File: config.mk
export PLATFORM = sky130hd
export DESIGN_NAME = qr_input_buffer
export DESIGN_NICKNAME = d
export VERILOG_FILES = /design/src/rtl/qr_pkg.sv /design/src/rtl/qr_ib_bank.sv /design/src/rtl/qr_input_buffer.sv
export SDC_FILE = /design/constraint.sdc
export NUM_CORES = 2
export LEC_CHECK = 0
export BUFFER_PORTS_ARGS = -buffer_cell sky130_fd_sc_hd__buf_2
export CAP_MARGIN = 20
export CELL_PAD_IN_SITES_DETAIL_PLACEMENT = 0
export CELL_PAD_IN_SITES_GLOBAL_PLACEMENT = 1
export CORE_ASPECT_RATIO = 0.8
export CORE_MARGIN = 2
export CORE_UTILIZATION = 53
export CTS_CLUSTER_SIZE = 30
export DETAILED_ROUTE_END_ITERATION = 16
export PLACE_DENSITY = 0.84
export SYNTH_ARGS = -nofsm -noshare
export SYNTH_HDL_FRONTEND = slang
export SYNTH_SLANG_ARGS = --single-unit
File: constraint.sdc
create_clock -name i_clk -period 3.8 [get_ports i_clk]
set_clock_uncertainty 0.2 [all_clocks]
set_input_delay 0.38 -clock i_clk [delete_from_list [all_inputs] [get_ports i_clk]]
set_output_delay 0.38 -clock i_clk [all_outputs]
set_load 0.05 [all_outputs]
File: src/rtl/qr_pkg.sv
// qr_pkg: shared definitions for the QR engine front end and core.
//   WORD_W        input word width (complex sample: imag in upper half, real in lower half)
//   N_ANT         matrix dimension
//   N_INST        channel instances per frame
//   WPI           words per instance (N_ANT*N_ANT H words followed by N_ANT y words)
//   CNT_W, IDX_W  widths of the word-slot counter and the instance index
//   RE_/IM_ bits  bit positions of the real and imaginary fields inside a word
package qr_pkg;

  localparam int WORD_W = 48;
  localparam int N_ANT  = 4;
  localparam int N_INST = 10;
  localparam int WPI    = N_ANT * N_ANT + N_ANT;

  localparam int CNT_W  = $clog2(WPI);
  localparam int IDX_W  = 4;

  localparam int RE_LSB = 0;
  localparam int RE_MSB = WORD_W / 2 - 1;
  localparam int IM_LSB = WORD_W / 2;
  localparam int IM_MSB = WORD_W - 1;

  // True for the final instance of a frame.
  function automatic logic is_last_idx(input logic [IDX_W-1:0] idx);
    return idx == IDX_W'(N_INST - 1);
  endfunction

endpackage

File: src/rtl/qr_ib_bank.sv
// qr_ib_bank: one instance-sized register bank of the input ping-pong buffer.
//   i_clk, i_rst_n  clock, asynchronous active-low reset (clears all words and the tag)
//   i_we, i_waddr   write one word into slot i_waddr
//   i_wdata         word to store
//   i_tag_we, i_tag latch the instance index for the data held in this bank
//   o_h             H flattened, element (r,c) at slice c*N_ANT+r
//   o_y             y flattened, element r at slice r
//   o_tag           instance index latched with the data
module qr_ib_bank
  import qr_pkg::*;
(
  input  logic                            i_clk,
  input  logic                            i_rst_n,
  input  logic                            i_we,
  input  logic [CNT_W-1:0]                i_waddr,
  input  logic [WORD_W-1:0]               i_wdata,
  input  logic                            i_tag_we,
  input  logic [IDX_W-1:0]                i_tag,
  output logic [N_ANT*N_ANT*WORD_W-1:0]   o_h,
  output logic [N_ANT*WORD_W-1:0]         o_y,
  output logic [IDX_W-1:0]                o_tag
);

  logic [WORD_W-1:0] mem [WPI];
  logic [IDX_W-1:0]  tag_q;

  always_ff @(posedge i_clk or negedge i_rst_n) begin
    if (!i_rst_n) begin
      for (int k = 0; k < WPI; k++) mem[k] <= '0;
      tag_q <= '0;
    end else begin
      for (int k = 0; k < WPI; k++) begin
        if (i_we && (i_waddr == CNT_W'(k))) mem[k] <= i_wdata;
      end
      if (i_tag_we) tag_q <= i_tag;
    end
  end

  // H arrives column-major (word k is row k%N_ANT, col k/N_ANT), which is
  // exactly the output slice order, so word k maps straight to slice k.
  for (genvar k = 0; k < N_ANT * N_ANT; k++) begin : g_h
    assign o_h[k*WORD_W +: WORD_W] = mem[k];
  end

  for (genvar r = 0; r < N_ANT; r++) begin : g_y
    assign o_y[r*WORD_W +: WORD_W] = mem[N_ANT*N_ANT + r];
  end

  assign o_tag = tag_q;

endmodule

File: src/rtl/qr_input_buffer.sv
// qr_input_buffer: assembles the i_trig/i_data word stream into complete channel
// instances (H then y) in a two-bank ping-pong buffer and presents each instance
// in parallel to the QR engine, tagged with its index in the frame.
//   i_clk, i_rst_n  clock, asynchronous active-low reset
//   i_trig, i_data  input word strobe and word (no backpressure on this side)
//   o_vld, i_rdy    output handshake
//   o_h, o_y        instance contents from the bank being read
//   o_idx, o_last   instance index within the frame, final-instance marker
//   o_overflow      sticky: a word arrived while the bank it targets was still full
//
// Handshake: o_vld is high exactly while the read bank holds a complete instance;
// a transfer happens on a rising edge where o_vld and i_rdy are both high.
// o_h/o_y/o_idx/o_last are held stable while o_vld=1 and i_rdy=0, and i_rdy has
// no effect while o_vld=0.
module qr_input_buffer
  import qr_pkg::*;
(
  input  logic                            i_clk,
  input  logic                            i_rst_n,
  input  logic                            i_trig,
  input  logic [WORD_W-1:0]               i_data,
  output logic                            o_vld,
  input  logic                            i_rdy,
  output logic [N_ANT*N_ANT*WORD_W-1:0]   o_h,
  output logic [N_ANT*WORD_W-1:0]         o_y,
  output logic [IDX_W-1:0]                o_idx,
  output logic                            o_last,
  output logic                            o_overflow
);

  logic [1:0]       full;
  logic [1:0]       full_nxt;
  logic             wr_bank;
  logic             rd_bank;
  logic [CNT_W-1:0] wr_cnt;
  logic [IDX_W-1:0] inst_cnt;
  logic             overflow_q;

  logic             wr_ok;
  logic             wr_done;
  logic             xfer;

  logic [N_ANT*N_ANT*WORD_W-1:0] h0, h1;
  logic [N_ANT*WORD_W-1:0]       y0, y1;
  logic [IDX_W-1:0]              tag0, tag1;

  // Both sides look at the registered full flags, so a bank freed by a transfer
  // only becomes writable on the following cycle.
  assign wr_ok   = i_trig && !full[wr_bank];
  assign wr_done = wr_ok && (wr_cnt == CNT_W'(WPI - 1));
  assign xfer    = full[rd_bank] && i_rdy;

  // A completing bank is empty and a transferring bank is full, so the set and
  // the clear can never hit the same bank.
  always_comb begin
    full_nxt = full;
    if (wr_done) full_nxt[wr_bank] = 1'b1;
    if (xfer)    full_nxt[rd_bank] = 1'b0;
  end

  always_ff @(posedge i_clk or negedge i_rst_n) begin
    if (!i_rst_n) begin
      full       <= '0;
      wr_bank    <= 1'b0;
      rd_bank    <= 1'b0;
      wr_cnt     <= '0;
      inst_cnt   <= '0;
      overflow_q <= 1'b0;
    end else begin
      full <= full_nxt;
      if (wr_ok) begin
        if (wr_done) begin
          wr_cnt   <= '0;
          wr_bank  <= ~wr_bank;
          inst_cnt <= is_last_idx(inst_cnt) ? '0 : inst_cnt + 1'b1;
        end else begin
          wr_cnt <= wr_cnt + 1'b1;
        end
      end
      if (i_trig && full[wr_bank]) overflow_q <= 1'b1;
      if (xfer) rd_bank <= ~rd_bank;
    end
  end

  qr_ib_bank u_bank0 (
    .i_clk    (i_clk),
    .i_rst_n  (i_rst_n),
    .i_we     (wr_ok && !wr_bank),
    .i_waddr  (wr_cnt),
    .i_wdata  (i_data),
    .i_tag_we (wr_done && !wr_bank),
    .i_tag    (inst_cnt),
    .o_h      (h0),
    .o_y      (y0),
    .o_tag    (tag0)
  );

  qr_ib_bank u_bank1 (
    .i_clk    (i_clk),
    .i_rst_n  (i_rst_n),
    .i_we     (wr_ok && wr_bank),
    .i_waddr  (wr_cnt),
    .i_wdata  (i_data),
    .i_tag_we (wr_done && wr_bank),
    .i_tag    (inst_cnt),
    .o_h      (h1),
    .o_y      (y1),
    .o_tag    (tag1)
  );

  always_comb begin
    o_vld  = full[rd_bank];
    o_h    = rd_bank ? h1 : h0;
    o_y    = rd_bank ? y1 : y0;
    o_idx  = rd_bank ? tag1 : tag0;
    o_last = is_last_idx(o_idx);
  end

  assign o_overflow = overflow_q;

endmodule

==> flow_summary.html <==
<table>
<tr><th>Metric</th><th>Value</th></tr>
<tr><th colspan="2">STA</th></tr>
<tr><td>Least-Margin Pin Slew</td><td>1.24 ns</td></tr>
<tr><td># setup viols final</td><td>0</td></tr>
<tr><td>Worst relative slew slack</td><td>0.176</td></tr>
<tr><td>Total count of hold-check failures in the final report</td><td>0</td></tr>
<tr><td>FMAX</td><td>275 MHz</td></tr>
<tr><td>Count of final max-slew check failures</td><td>0</td></tr>
<tr><td>Total negative slack</td><td>0 ns</td></tr>
<tr><td>Setup repair after global routing missed its margin</td><td>no</td></tr>
<tr><td>Clock period minus final worst setup slack</td><td>3.64 ns</td></tr>
<tr><td>Ratio of final minimum period to clock period</td><td>0.957</td></tr>
<tr><th colspan="2">Final layout</th></tr>
<tr><td>Fraction of layout instances using a drive strength above 1</td><td>0.676</td></tr>
<tr><td>Final Instance Count excl. Fillers</td><td>8580</td></tr>
<tr><td>Area grow syn2layout</td><td>16.6%</td></tr>
<tr><td>Nets</td><td>6368</td></tr>
<tr><td>Summed area of non-filler cells in the final layout</td><td>98400 um^2</td></tr>
<tr><th colspan="2">GRT</th></tr>
<tr><td>Maximum number of pins on one net before global-route repair</td><td>130</td></tr>
<tr><td>First-pass GRT wire length</td><td>370000 um</td></tr>
<tr><td>Total routing resource utilization after global routing</td><td>0.311</td></tr>
<tr><td>Antenna violations before repair</td><td>11</td></tr>
<tr><td>GRT overflow</td><td>0</td></tr>
<tr><td>Via count of the first global-routing pass</td><td>52500</td></tr>
<tr><th colspan="2">Place</th></tr>
<tr><td>I/O Buffers</td><td>1018</td></tr>
<tr><td>Sum of net half-perimeters after detailed placement</td><td>164000 um</td></tr>
<tr><td>Gp weighted congestion</td><td>0.847</td></tr>
<tr><td>Placed instance area</td><td>91700 um^2</td></tr>
<tr><td>Placed insts</td><td>8208</td></tr>
<tr><th colspan="2">Clocking</th></tr>
<tr><td>Maximum clock insertion buffer count</td><td>3</td></tr>
<tr><td>Num CTS Buffers</td><td>190</td></tr>
<tr><td>Worst-Skew Late Latency</td><td>0.81 ns</td></tr>
<tr><td>TritonCTS clock tree</td><td>built</td></tr>
<tr><td>Clock transition at the register clock pins on the worst setup and hold paths after CTS</td><td>0.06 ns</td></tr>
<tr><td>Maximum level of the CTS H-tree</td><td>4</td></tr>
<tr><td>Post-cts sizing count</td><td>0</td></tr>
<tr><td>Cell at the root of the clock tree</td><td>sky130_fd_sc_hd__clkbuf_16</td></tr>
<tr><td>Clock net sink count</td><td>1942</td></tr>
<tr><th colspan="2">Detailed routing</th></tr>
<tr><td>Wire per inst</td><td>29.6 um</td></tr>
<tr><td>Number of DRC violations after detailed routing</td><td>0</td></tr>
<tr><td>Number of antenna-violating nets in the routed design</td><td>0</td></tr>
<tr><td>DR vias/cell</td><td>5.85</td></tr>
<tr><td>Total number of vias</td><td>50200</td></tr>
<tr><td>Detailed-router iteration count before antenna repair</td><td>5</td></tr>
<tr><td>Wirelength, routed</td><td>254000 um</td></tr>
<tr><td>DRC violation total after the first TritonRoute iteration</td><td>3068</td></tr>
<tr><th colspan="2">Worst setup path</th></tr>
<tr><td>Maximum fanout along the worst path</td><td>39</td></tr>
<tr><td>Endpoint arrival time on the critical path</td><td>3.06 ns</td></tr>
<tr><td>Kind of launch point of the worst setup path</td><td>register</td></tr>
<tr><td>Kind of end point of the critical path</td><td>output port</td></tr>
<tr><td>Worst setup path category</td><td>register to output port</td></tr>
<tr><td>Required time worst endpoint</td><td>3.22 ns</td></tr>
<tr><th colspan="2">Floorplanning</th></tr>
<tr><td>Top Ports</td><td>1019</td></tr>
<tr><td>Starting density of the core</td><td>0.535</td></tr>
<tr><td>Die Ht</td><td>361 um</td></tr>
<tr><td>Total number of placement rows</td><td>130</td></tr>
<tr><td>Die Width</td><td>450 um</td></tr>
<tr><td>Die Outline Area</td><td>162000 um^2</td></tr>
<tr><td>Std-Cell Core Area</td><td>158000 um^2</td></tr>
<tr><th colspan="2">Synthesis</th></tr>
<tr><td>Most used DFF post-synth</td><td>sky130_fd_sc_hd__dfrtp_1</td></tr>
<tr><td>Async set or reset register ratio after synthesis</td><td>1.00</td></tr>
<tr><td>Dominant cell type by area after synthesis</td><td>sky130_fd_sc_hd__dfrtp_1</td></tr>
<tr><td>Total standard cell area after synthesis</td><td>84400 um^2</td></tr>
<tr><td>Synthesized netlist cell count</td><td>5455</td></tr>
<tr><td>Area share of the largest cell type after synthesis</td><td>0.576</td></tr>
<tr><td>Proportion of synthesized chip area in sequential cells</td><td>0.576</td></tr>
<tr><td>Post-synthesis area per instance</td><td>15.5 um^2</td></tr>
<tr><td>Nets in the synthesized netlist</td><td>5512</td></tr>
<tr><td>Dominant cells by area after synthesis</td><td>sky130_fd_sc_hd__dfrtp_1, sky130_fd_sc_hd__mux2_2, sky130_fd_sc_hd__clkbuf_1</td></tr>
<tr><td>Total number of yosys warnings</td><td>0</td></tr>
<tr><td>Count of unique library cells instantiated by Yosys</td><td>36</td></tr>
<tr><td>Number of synthesized register bits</td><td>1942</td></tr>
<tr><td>Post-synth EDFFs</td><td>0</td></tr>
<tr><th colspan="2">Run</th></tr>
<tr><td>Number of max-capacitance violations reported</td><td>0</td></tr>
<tr><th colspan="2">Run status</th></tr>
<tr><td>Outcome</td><td>finished, final reports clean</td></tr>
<tr><th colspan="2">Hold path</th></tr>
<tr><td>Class of the tightest hold or removal check</td><td>primary input to register</td></tr>
</table>
## layout make-up
| type | count | area [um^2] |
|---|---|---|
| inverter | 6 | 22.5 |
| timing repair buffer | 1170 | 7250 |
| sequential | 1942 | 48600 |
| fill | 11700 | 59300 |
| clock inverter | 69 | 752 |
| antenna | 4 | 10.0 |
| tap | 2112 | 2640 |
| multi-input combinational | 3001 | 33500 |
| clock buffer | 276 | 5570 |
## stage by stage
step / util / hold slack [ns] / worst slack (ns)
after floorplan: - / -0.116 / 0.596
final: 0.624 / 0.0481 / 0.162
after CTS: 0.622 / 0.0855 / 0.0996
after global routing: 0.624 / 0.0431 / 0.0409
after detailed placement: 0.582 / 0.253 / 0.623
after global placement: 0.582 / 0.236 / 0.707
## timing repair
action                                 CTS  global route
setup endpoints to repair                0             0
hold buffers                             6             7
buffers inserted                         0             0
endpoints found under the hold margin  442            48
## registers in the layout, indices dropped and copies added (netlist names), 2 cells and up
name and count:
wr_cnt 5, inst_cnt 4, u_bank1.o_h 768, u_bank1.o_tag 4, full 2, u_bank0.o_h 768, u_bank1.o_y 192, u_bank0.o_tag 4
u_bank0.o_y 192
## worst max-delay path: stages, from the launching register on
cell and delay, ns:
sky130_fd_sc_hd__dfrtp_4 0.77, sky130_fd_sc_hd__buf_12 0.33, sky130_fd_sc_hd__buf_4 0.44, sky130_fd_sc_hd__mux2_2 0.42, sky130_fd_sc_hd__buf_2 0.22
## layer usage
metal | routed length [um] | global-route usage | share of wire | vias up
met1 | 105000 | 0.405 | 0.41 | 27000
met4 | 17800 | 0.181 | 0.070 | 0
met2 | 118000 | 0.489 | 0.46 | 1469
met5 | 0 | 0 | 0 | -
li1 | - | - | - | 21200
met3 | 14100 | 0.0604 | 0.055 | 546
## logic make-up after synthesis
kind of cell,Yosys count,share of synthesized area
mux,2897,0.387
fa+ha+maj,5,0.000742
xor+xnor,3,0.000312
buf+inv,512,0.0304
simple gates,87,0.00519
flops,1942,0.576
compound gates,9,0.000608
## synth_stat cells (2+ instances only)
library cell / number
sky130_fd_sc_hd__buf_1: 4
sky130_fd_sc_hd__nor2b_1: 3
sky130_fd_sc_hd__o21ai_0: 5
sky130_fd_sc_hd__mux2i_1: 3
sky130_fd_sc_hd__buf_6: 32
sky130_fd_sc_hd__nand4_1: 4
sky130_fd_sc_hd__ha_1: 5
sky130_fd_sc_hd__inv_1: 6
sky130_fd_sc_hd__buf_2: 157
sky130_fd_sc_hd__mux2_2: 2861
sky130_fd_sc_hd__xnor2_1: 2
sky130_fd_sc_hd__mux2_1: 33
sky130_fd_sc_hd__and4_1: 3
sky130_fd_sc_hd__and2b_1: 2
sky130_fd_sc_hd__buf_4: 56
sky130_fd_sc_hd__nand3_1: 10
sky130_fd_sc_hd__nand2_1: 37
sky130_fd_sc_hd__and3_1: 7
sky130_fd_sc_hd__dfrtp_1: 1942
sky130_fd_sc_hd__nor2_1: 11
sky130_fd_sc_hd__clkbuf_1: 257
## cells in the final DEF, fill, tap and decap left out, drive strengths merged
cell         count
xnor2            2
and2b            2
ha               5
mux2i            3
nand2           37
and4             3
dfrtp         1942
clkinv          45
nor4bb           1
bufinv          14
buf           1157
nand4            4
o21a             1
diode            4
clkbuf         276
nand3b           1
o21ai            5
xor2             1
nand2b           1
clkinvlp         3
inv             13
or3              1
nand3           11
a31oi            1
and2             1
and3             8
o21bai           1
dlygate4sd3     13
nor2b            3
mux2          2894
nor3             2
nor2            12
a21oi            1
## path summary, 6_finish.rpt
| check | startpoint | end | slack (ns) | cells after the start |
|---|---|---|---|---|
| max in group asynchronous | i_rst_n | u_bank1.o_h[134]$_DFFE_PN0P_ | 1.55 | 4 |
| setup / recovery | rd_bank$_DFFE_PN0N_ | o_h[459] | 0.16 | 4 |
| hold reg to reg | u_bank1.o_h[221]$_DFFE_PN0P_ | u_bank1.o_h[221]$_DFFE_PN0P_ | 0.28 | 1 |
| setup reg to reg | wr_cnt[2]$_DFFE_PN0N_ | u_bank1.o_h[564]$_DFFE_PN0P_ | 0.57 | 4 |
| min in group asynchronous | i_rst_n | u_bank0.o_h[314]$_DFFE_PN0P_ | 0.55 | 3 |
| hold / removal | i_data[35] | u_bank0.o_h[707]$_DFFE_PN0P_ | 0.05 | 2 |
Power is not shown: default switching activity piles up to over one toggle a cycle in this logic, so the estimate is an artifact.
